$ cat config.mk
export PLATFORM = sky130hd
export DESIGN_NAME = password_fsm
export DESIGN_NICKNAME = d
export VERILOG_FILES = /design/src/rtl/password_fsm.sv
export SDC_FILE = /design/constraint.sdc
export NUM_CORES = 1
export LEC_CHECK = 0
export ABC_AREA = 1
export ABC_CLOCK_PERIOD_IN_PS = 1750
export BUFFER_PORTS_ARGS = -buffer_cell sky130_fd_sc_hd__buf_2
export CELL_PAD_IN_SITES_DETAIL_PLACEMENT = 1
export CELL_PAD_IN_SITES_GLOBAL_PLACEMENT = 2
export CORE_ASPECT_RATIO = 0.5
export CORE_MARGIN = 5
export CORE_UTILIZATION = 30
export DETAILED_ROUTE_END_ITERATION = 8
export PLACE_DENSITY_LB_ADDON = 0.1
export SLEW_MARGIN = 20
export SYNTH_ARGS = -nofsm -noshare
export SYNTH_HDL_FRONTEND = slang
export SYNTH_SLANG_ARGS = --single-unit
$ cat constraint.sdc
create_clock -name clk -period 1.75 [get_ports clk]
set_input_delay 0.2625 -clock clk [delete_from_list [all_inputs] [get_ports clk]]
set_output_delay 0.2625 -clock clk [all_outputs]
set_load 0.01 [all_outputs]
$ cat src/rtl/password_fsm.sv
// Four-digit code entry sequencer driving the HEX display state bus.
// Optional lockout after MAX_FAILS failures: define PASSWORD_LOCKOUT_EN.
module password_fsm #(
    parameter logic [15:0] PASSWORD  = 16'h1234,
    parameter int unsigned ERR_HOLD  = 50_000_000,
    parameter int unsigned MAX_FAILS = 3
) (
    input  logic       clk,
    input  logic       rst,
    input  logic [3:0] digit,
    input  logic       enter,
    input  logic       clear,
    output logic [2:0] state,
    output logic [1:0] fails,
    output logic       locked
);

    localparam int unsigned   TW        = (ERR_HOLD > 1) ? $clog2(ERR_HOLD) : 1;
    localparam logic [TW-1:0] HOLD_LAST = TW'(ERR_HOLD - 1);
    localparam logic [1:0]    FAIL_MAX  = 2'(MAX_FAILS);

    typedef enum logic [2:0] {
        IDLE     = 3'b000,
        D1       = 3'b001,
        D2       = 3'b010,
        D3       = 3'b011,
        CHECK    = 3'b100,
        ERROR    = 3'b101,
        COMPLETE = 3'b110
    } state_e;

    state_e        state_q, state_d;
    logic          mismatch_q, mismatch_d;
    logic          enter_q;
    logic [TW-1:0] timer_q, timer_d;
    logic [1:0]    fails_q, fails_d;
    logic [1:0]    fail_next;
    logic [3:0]    exp_nib;
    logic          enter_p;
    logic          hold_lock;

`ifdef PASSWORD_LOCKOUT_EN
    logic locked_q, locked_d;
    assign hold_lock = locked_q;
    assign locked    = locked_q;
`else
    assign hold_lock = 1'b0;
    assign locked    = 1'b0;
`endif

    assign enter_p   = enter & ~enter_q;
    assign fail_next = (fails_q >= FAIL_MAX) ? FAIL_MAX : fails_q + 2'd1;

    always_comb begin
        case (state_q)
            IDLE:    exp_nib = PASSWORD[15:12];
            D1:      exp_nib = PASSWORD[11:8];
            D2:      exp_nib = PASSWORD[7:4];
            default: exp_nib = PASSWORD[3:0];
        endcase
    end

    always_comb begin
        state_d    = state_q;
        mismatch_d = mismatch_q;
        timer_d    = timer_q;
        fails_d    = fails_q;
`ifdef PASSWORD_LOCKOUT_EN
        locked_d   = locked_q;
`endif
        case (state_q)
            IDLE, D1, D2, D3: begin
                if (clear) begin
                    state_d    = IDLE;
                    mismatch_d = 1'b0;
                    timer_d    = '0;
                end else if (enter_p) begin
                    // First digit restarts the sticky compare
                    mismatch_d = ((state_q == IDLE) ? 1'b0 : mismatch_q)
                               | (digit != exp_nib);
                    state_d    = (state_q == D3) ? CHECK
                                                 : state_e'(state_q + 3'd1);
                end
            end
            CHECK: begin
                if (!mismatch_q) begin
                    state_d = COMPLETE;
                    fails_d = 2'd0;
                end else begin
                    state_d = ERROR;
                    fails_d = fail_next;
                    timer_d = '0;
`ifdef PASSWORD_LOCKOUT_EN
                    locked_d = (fail_next == FAIL_MAX);
`endif
                end
            end
            ERROR: begin
                if (!hold_lock) begin
                    if (clear || timer_q == HOLD_LAST) begin
                        state_d    = IDLE;
                        mismatch_d = 1'b0;
                        timer_d    = '0;
                    end else begin
                        timer_d = timer_q + 1'b1;
                    end
                end
            end
            COMPLETE: begin
                if (clear) begin
                    state_d    = IDLE;
                    mismatch_d = 1'b0;
                    timer_d    = '0;
                end
            end
            default: state_d = IDLE;
        endcase
    end

    always_ff @(posedge clk) begin
        if (rst) begin
            state_q    <= IDLE;
            mismatch_q <= 1'b0;
            enter_q    <= 1'b0;
            timer_q    <= '0;
            fails_q    <= 2'd0;
`ifdef PASSWORD_LOCKOUT_EN
            locked_q   <= 1'b0;
`endif
        end else begin
            state_q    <= state_d;
            mismatch_q <= mismatch_d;
            enter_q    <= enter;
            timer_q    <= timer_d;
            fails_q    <= fails_d;
`ifdef PASSWORD_LOCKOUT_EN
            locked_q   <= locked_d;
`endif
        end
    end

    assign state = state_q;
    assign fails = fails_q;

endmodule
==> results.txt, run 1 <==
clock buffer depth = 2
Final setup viols = 0
DR pass1 iterations = 4
fin. max-slew vios = 0
CTS HTree Levels = 2
register area share after synthesis = 30.3%
diodes inserted = 0
worst path arrival time = 1.95 ns
nets@finish = 397
max_cap viols = 0
Post-DRT Antenna Nets = 0
post-synthesis cell count = 338
EDFF count, synth = 0
hold_sp = enter
CP Capture Type = flip-flop
Crit Path Class = flip-flop to flip-flop
largest net degree at the start of global routing = 17
dpl hpwl = 5180 um
Routed WL = 6870 um
die height = 70.2 um
I/O Buffers = 12
worst hold endpoint = enter_q
post-synth cell types = 34
peak supply drop = 0.00100 V
TritonCTS Sinks = 33
setup slack, reg-to-reg = 0.02 ns
grt ovf = 0
fin crit share = 98.9%
Setup crit start kind = flip-flop
DIE AREA = 9160 um^2
Finished Cell Area = 3000 um^2
initial antenna violation count = 0
switching power = 2010 uW
die width = 130 um
Initial Utilization = 31.7%
R2R Path Start = state[1]
Max Fclk = 578 MHz
IO Pins = 14
Avg Vias per Cell = 4.76
hold depth = 3
status = finished, final reports clean
root buf cell = clkbuf_16
post-synth top area cell = dfxtp_1
share of cells above drive strength 1 = 32.6%
Leakage Power = 0.00123 uW
R2R cell count = 12
Power Density = 1550 nW/um^2
total track usage = 15.6%
number of cell rows = 21
min-delay worst type = input pin to flip-flop
Synth area leaders = dfxtp_1 (30%), nand2_1 (11%), nor2_1 (11%)
Yosys top cell area share = 30.3%
syn avg cell area = 6.44 um^2
Syn. warnings = 0
P&R area growth vs syn = 37.6%
worst reg2reg endpoint = timer_q[20]
Post-route DRC = 0
crit path time final = 1.73 ns
Pint = 2640 uW
Mapped Nets = 352
gp weighted congestion = 0.806
RSZ-0062 raised after global routing = yes
commonest non-fill, non-tap cell in the layout = nand2_1
Placed Area = 2500 um^2
hold-fix buffers at CTS = 0
post-synthesis async set-or-reset flop share = 0%
Max FO, Critical Path = 6
final setup TNS = 0 ns
sw frac = 43.3%
Setup crit start = state[1]
TritonCTS clock tree = yes
ys flop type = dfxtp_1
most frequent cells in the layout = nand2_1 (59), nor2_1 (58), inv_1 (43), dfxtp_1 (28), nand3_1 (26)
WL per Instance = 14.4 um
routed via count = 2267
Clock Skew = 0.00673 ns
worst skew pair latency = 0.28 ns
core region area = 6860 um^2
first-pass GRT wire length = 11300 um
Seq pwr share = 19.4%
number of global-route vias before repair = 2332
1st-iter DRT viols = 88
clock share of power = 18.5%
cts bufs inserted = 5
final hold viol count = 0
combinational share of power = 62.1%
clock slew at reported path FFs = 0.05 ns
CP required = 1.97 ns
number of synthesized register bits = 33
Mapped Area = 2180 um^2
[state kept, by name (all words and copies together) (netlist names)]
signal / count
state: 3
timer_q: 26
fails: 2
enter_q: 1
mismatch_q: 1
[through the flow]
stage	hold slack (ns)	utilization [%]	total power (uW)	instances	setup WS [ns]
after floorplan	0.332	-	2300	338	0.00210
after global placement	0.478	36.4	2910	463	-0.0654
after global routing	0.222	43.7	4950	476	-0.0627
after CTS	0.194	39.5	4060	472	0.00864
final	0.198	43.7	4650	476	0.0191
after detailed placement	0.489	36.4	2960	463	-0.178
[routing by layer]
| metal | wire length, um | GRT usage, % | up-vias |
|---|---|---|---|
| li1 | - | - | 1163 |
| met1 | 3450 | 22.1 | 1067 |
| met2 | 3100 | 23.8 | 31 |
| met3 | 278 | 4.11 | 6 |
| met4 | 43 | 2.85 | 0 |
| met5 | 0 | 0 | - |
[Yosys cell counts, types with 3 or more instances]
master / number
a21oi_1: 9
nor3_1: 12
nand2_1: 66
a21oi_2: 3
nand2_4: 3
nand2_2: 7
dfxtp_1: 33
o21ai_0: 6
nand3_1: 37
inv_2: 5
nand4_1: 11
nor2_2: 4
xor2_1: 5
buf_6: 4
nor2_1: 64
inv_1: 45
ha_1: 6
[cell type report]
cell class	instances	area (um^2)
fill	886	3860
multi-input combinational	246	1480
sequential	33	672
timing repair buffer	44	365
inverter	52	208
clock buffer	5	125
tap	92	115
clock inverter	3	17.5
timing repair inverter	1	11.3
[how the worst max path moves through the flow]
stage               cells after the start     endpoint  slack, ns
global placement                       10  timer_q[11]      -0.07
global route                           12   timer_q[6]      -0.06
floorplan                              12  timer_q[13]      0.002
finish                                 12  timer_q[20]       0.02
detailed placement                     11   timer_q[1]      -0.18
CTS                                    10  timer_q[11]      0.009
[timing repair]
| action | CTS | global route |
|---|---|---|
| cloned | 1 | 1 |
| gates resized for setup | 15 | 56 |
| setup endpoints to repair | 29 | 30 |
| setup buffers | 0 | 3 |
| pin swaps | 2 | 23 |
[kinds of logic after synthesis]
| kind of cell | synth area share [%] |
|---|---|
| AND/OR/NAND/NOR | 43.9 |
| buffers and inverters | 12.9 |
| flip-flops | 30.3 |
| AO/OA/AOI/OAI | 7.30 |
| adder cells (fa/ha/maj) | 3.45 |
| XOR/XNOR | 2.01 |
| other | 0.172 |
[power by group through the flow]
stage	clock network [uW]	logic, uW	registers [uW]
floorplan	0	1390	912
global placement	0	2030	884
detailed placement	0	2070	890
CTS	890	2290	878
global route	923	3120	912
finish	863	2890	901
[worst max-delay path, cell delays in order, from the launching register on]
cell	delay, ns
dfxtp_4	0.36
ha_4	0.17
ha_4	0.17
nor2_4	0.13
nand3_2	0.09
nand2_4	0.09
nand2_8	0.09
clkinv_8	0.09
buf_12	0.12
nand3b_4	0.08
nand2_2	0.10
nand3_4	0.06
nor2_2	0.10
(Power assumes the default switching activity.)
==> run 2, diff against run 1 <==
--- a/constraint.sdc
+++ b/constraint.sdc
@@ -3,2 +3,2 @@
 set_output_delay 0.2625 -clock clk [all_outputs]
-set_load 0.01 [all_outputs]
+set_load 0.02 [all_outputs]
==> results.txt, run 2 (same netlist as run 1, synthesis figures left out) <==
status = finished, final reports clean
WL per Instance = 14.1 um
fin. max-slew vios = 0
nets@finish = 393
gp weighted congestion = 0.809
hold-fix buffers at CTS = 0
most frequent cells in the layout = nand2_1 (63), nor2_1 (59), inv_1 (42), nand3_1 (35), dfxtp_1 (27)
number of cell rows = 21
core region area = 6860 um^2
Most flops, register = timer_q
DR pass1 iterations = 4
Final setup viols = 0
CP required = 1.92 ns
I/O Buffers = 12
largest net degree at the start of global routing = 17
Power Density = 1460 nW/um^2
Max Fclk = 594 MHz
IO Pins = 14
Largest register FFs = 26
Leakage Power = 0.00118 uW
initial antenna violation count = 0
min-delay worst type = input pin to flip-flop
Design Power = 4140 uW
Finished Layout Cells = 471
TritonCTS clock tree = yes
CP Capture Type = flip-flop
root buf cell = clkbuf_16
Crit Path Class = flip-flop to flip-flop
TritonCTS Sinks = 33
1st-iter DRT viols = 114
clock buffer depth = 2
Initial Utilization = 31.7%
diodes inserted = 0
hold_sp = enter
cts bufs inserted = 5
die width = 130 um
total track usage = 15.3%
fin crit share = 96.2%
Clock Skew = 0.00353 ns
Routed WL = 6650 um
R2R Path Start = state[0]
dpl hpwl = 5320 um
P&R area growth vs syn = 30.2%
CTS HTree Levels = 2
clock slew at reported path FFs = 0.05 ns
Setup crit start = state[0]
Max FO, Critical Path = 4
first-pass GRT wire length = 11200 um
Avg Vias per Cell = 4.70
final hold viol count = 0
share of cells above drive strength 1 = 28.0%
DIE AREA = 9160 um^2
worst path arrival time = 1.85 ns
commonest non-fill, non-tap cell in the layout = nand2_1
Setup crit start kind = flip-flop
grt ovf = 0
routed via count = 2213
dpl cells = 461
RSZ-0062 raised after global routing = yes
peak supply drop = 0.000784 V
crit path time final = 1.68 ns
number of global-route vias before repair = 2326
max_cap viols = 0
worst skew pair latency = 0.28 ns
Post-route DRC = 0
die height = 70.2 um
Post-DRT Antenna Nets = 0
run 2: layout make-up:
cell class	instances	area [um^2]
Fill cell	881	4020
Multi-Input combinational cell	246	1400
Sequential cell	33	673
Timing Repair Buffer	40	293
Inverter	52	203
Clock buffer	7	143
Tap cell	92	115
Timing Repair inverter	1	6.26
run 2: what timing repair did:
item / in CTS / in global routing
gates resized for setup: 11 / 39
setup buffers: 1 / 1
gates cloned: 1 / 0
setup endpoints to repair: 27 / 30
pin swaps: 4 / 17
run 2: path summary, 6_finish.rpt:
path,to,slack [ns],cells after the start
min reg2reg,timer_q[21],0.49,2
max reg2reg,state[1],0.07,10
max,state[1],0.07,10
min,enter_q,0.20,3
run 2: per-layer routing:
metal  vias up  track usage [%]  routed length (um)  part of all wire (%)
met5         -                0                   0                     0
met4         0             3.76                  69                   1.0
met3         8             3.66                 177                   2.7
met2        24             23.7                2920                    44
met1      1027             21.4                3490                    52
li1       1154                -                   -                     -
run 2: report_power, final:
group	total (uW)	internal, uW	switching (uW)
Clock	876	558	318
Sequential	909	839	70.1
Combinational	2360	948	1410
run 2: worst max-delay path: stages (launching register included):
cell     delay [ns]
dfxtp_4        0.37
inv_2          0.07
ha_2           0.21
buf_4          0.15
o21ai_4        0.13
nand3_2        0.11
a21oi_2        0.19
buf_4          0.15
nand2_2        0.08
nand2_1        0.06
a21oi_1        0.05
run 2: through the flow:
stage / instance area, um^2 / setup TNS, ns / hold slack, ns / utilization [%] / setup WS [ns]
after global routing: 2830 / -0.502 / 0.204 / 41.3 / -0.0480
final: 2830 / 0 / 0.202 / 41.3 / 0.0672
after detailed placement: 2470 / -2.24 / 0.483 / 36.1 / -0.155
after CTS: 2670 / 0 / 0.194 / 38.9 / 0.00523
after global placement: 2470 / -0.773 / 0.478 / 36.1 / -0.0745
after floorplan: 2180 / 0 / 0.324 / - / 0.0103
==> run 3, diff against run 2 <==
- ABC_AREA: 1 -> default
- CORE_UTILIZATION: 30 -> 32
==> results.txt, run 3 <==
clock slew at reported path FFs = 0.05 ns
Leakage Power = 0.00103 uW
Yosys top cell area share = 34.9%
Max Fclk = 447 MHz
EDFF count, synth = 0
Finished Cell Area = 2790 um^2
I/O Buffers = 12
total track usage = 15.4%
P&R area growth vs syn = 47.7%
WL per Instance = 15.8 um
Largest register FFs = 26
Mapped Area = 1890 um^2
Final setup viols = 30
nets@finish = 308
Crit Path Class = flip-flop to flip-flop
number of global-route vias before repair = 1933
die height = 64.4 um
min-delay worst type = input pin to flip-flop
Setup crit start = state[0]
Clock Skew = 0.00571 ns
1st-iter DRT viols = 93
top-count cell post-synth = dfxtp_1
grt ovf = 0
cts bufs inserted = 5
Post-route DRC = 0
Max FO, Critical Path = 4
initial antenna violation count = 0
peak supply drop = 0.000366 V
hold-fix buffers at CTS = 0
DR pass1 iterations = 4
status = finished, violations left
Placed Area = 2420 um^2
share of cells above drive strength 1 = 36.7%
worst path arrival time = 2.44 ns
Most flops, register = timer_q
Power Density = 786 nW/um^2
Routed WL = 5820 um
hold_sp = enter
Setup crit start kind = flip-flop
most frequent cells in the layout = buf_4 (47), dfxtp_1 (30), nor2_1 (29), nor3_1 (18), xnor2_1 (18)
die width = 119 um
routed via count = 1906
register area share after synthesis = 34.9%
clock buffer depth = 2
final hold viol count = 0
final setup TNS = -10.39 ns
post-synth cell types = 48
TritonCTS Sinks = 33
Initial Utilization = 33.7%
Mapped Nets = 246
violated checks = setup timing
crit path time final = 2.24 ns
DIE AREA = 7640 um^2
largest net degree at the start of global routing = 26
number of synthesized register bits = 33
number of cell rows = 19
Post-DRT Antenna Nets = 0
syn avg cell area = 8.15 um^2
worst skew pair latency = 0.27 ns
CP required = 1.95 ns
fin. max-slew vios = 0
fin crit share = 128%
final setup margin = -0.486 ns
gp weighted congestion = 0.759
first-pass GRT wire length = 9560 um
Synth area leaders = dfxtp_1 (35%), xnor2_1 (8.8%), nor2_1 (6.0%)
root buf cell = clkbuf_16
Avg Vias per Cell = 5.19
commonest non-fill, non-tap cell in the layout = buf_4
core region area = 5610 um^2
TritonCTS clock tree = yes
Syn. warnings = 0
ys flop type = dfxtp_1
post-synthesis cell count = 232
IO Pins = 14
diodes inserted = 0
post-synthesis async set-or-reset flop share = 0%
CTS HTree Levels = 2
top cells by count, synth = dfxtp_1 (33), nor2_1 (30), xnor2_1 (19), nor3_1 (18)
CP Capture Type = flip-flop
dpl hpwl = 4130 um
RSZ-0062 raised after global routing = yes
post-synth top area cell = dfxtp_1
Place WS = -0.547 ns
max_cap viols = 0
R2R Path Start = state[0]
## run 3: changes by cell type after synthesis, moves of 5 or more
cell / change
inv_1: -38
nand4_1: -5
nand2_2: -7
nor3_1: +6
inv_2: -5
xnor2_1: +19
clkbuf_1: +5
nand2_1: -56
nand3_1: -26
nor2_1: -34
nand2b_1: +6
## run 3: layout make-up
class                      instances  area (um^2)
clock buffer                       7          143
fill                             656         2820
inverter                           8         42.5
multi-input combinational        179         1290
sequential                        33          669
tap                               73         91.3
timing repair buffer              67          556
## run 3: per-layer routing
layer	GRT usage, %	vias up	wire [um]
met2	26.4	26	2600
met5	0	-	0
met1	20.4	925	2980
met4	2.16	0	32
li1	-	949	-
met3	3.26	6	209
## run 3: where the power goes
group / switching, uW / leakage [uW] / internal, uW
Combinational: 267 / 0.000691 / 280
Sequential: 16.5 / 0.000269 / 771
Clock: 303 / 0.0000700 / 558
Total: 587 / 0.00103 / 1610
## run 3: worst paths after layout
| check | depth (start not counted) | to | slack, ns |
|---|---|---|---|
| worst min-delay path | 2 | enter_q | 0.23 |
| worst max-delay path | 7 | timer_q[25] | -0.49 |
| worst max register to register | 7 | timer_q[25] | -0.49 |
| worst min register to register | 2 | timer_q[21] | 0.52 |
## run 3: cells by family (layout without fill, tap and decap cells)
kind of cell	count (synthesis)	in the layout	synth area share (%)
DFF	33	33	34.9
AOI/OAI and AO/OA	36	36	12.4
and+or+nand+nor	114	114	33.2
xor gates and xnor gates	20	20	9.27
adders and majority gates	6	6	3.97
buffers and inverters	20	82	4.90
other	1	1	0.198
muxes	2	2	1.13
## run 3: timing repair
item                                    in CTS  in global routing
resized for setup                           17                 15
endpoints found under the setup margin      30                 30
setup buffers                                2                  1
cloned                                       1                  1
pin swaps                                    7                  0
## run 3: critical path: stages (launching register included)
cell and delay (ns):
dfxtp_4 0.36, ha_4 0.16, ha_4 0.16, nor3b_4 0.20, o211ai_2 0.12, or4b_4 0.55, or4_1 0.47, a21oi_1 0.14
## run 3: stage by stage
| step | utilization [%] | cells | power, uW | hold slack, ns |
|---|---|---|---|---|
| after global routing | 49.8 | 367 | 2300 | 0.278 |
| after global placement | 43.1 | 355 | 1220 | 0.487 |
| after detailed placement | 43.1 | 355 | 1230 | 0.508 |
| after CTS | 48.0 | 365 | 2160 | 0.236 |
| after floorplan | - | 232 | 1050 | 0.391 |
| final | 49.8 | 367 | 2200 | 0.231 |
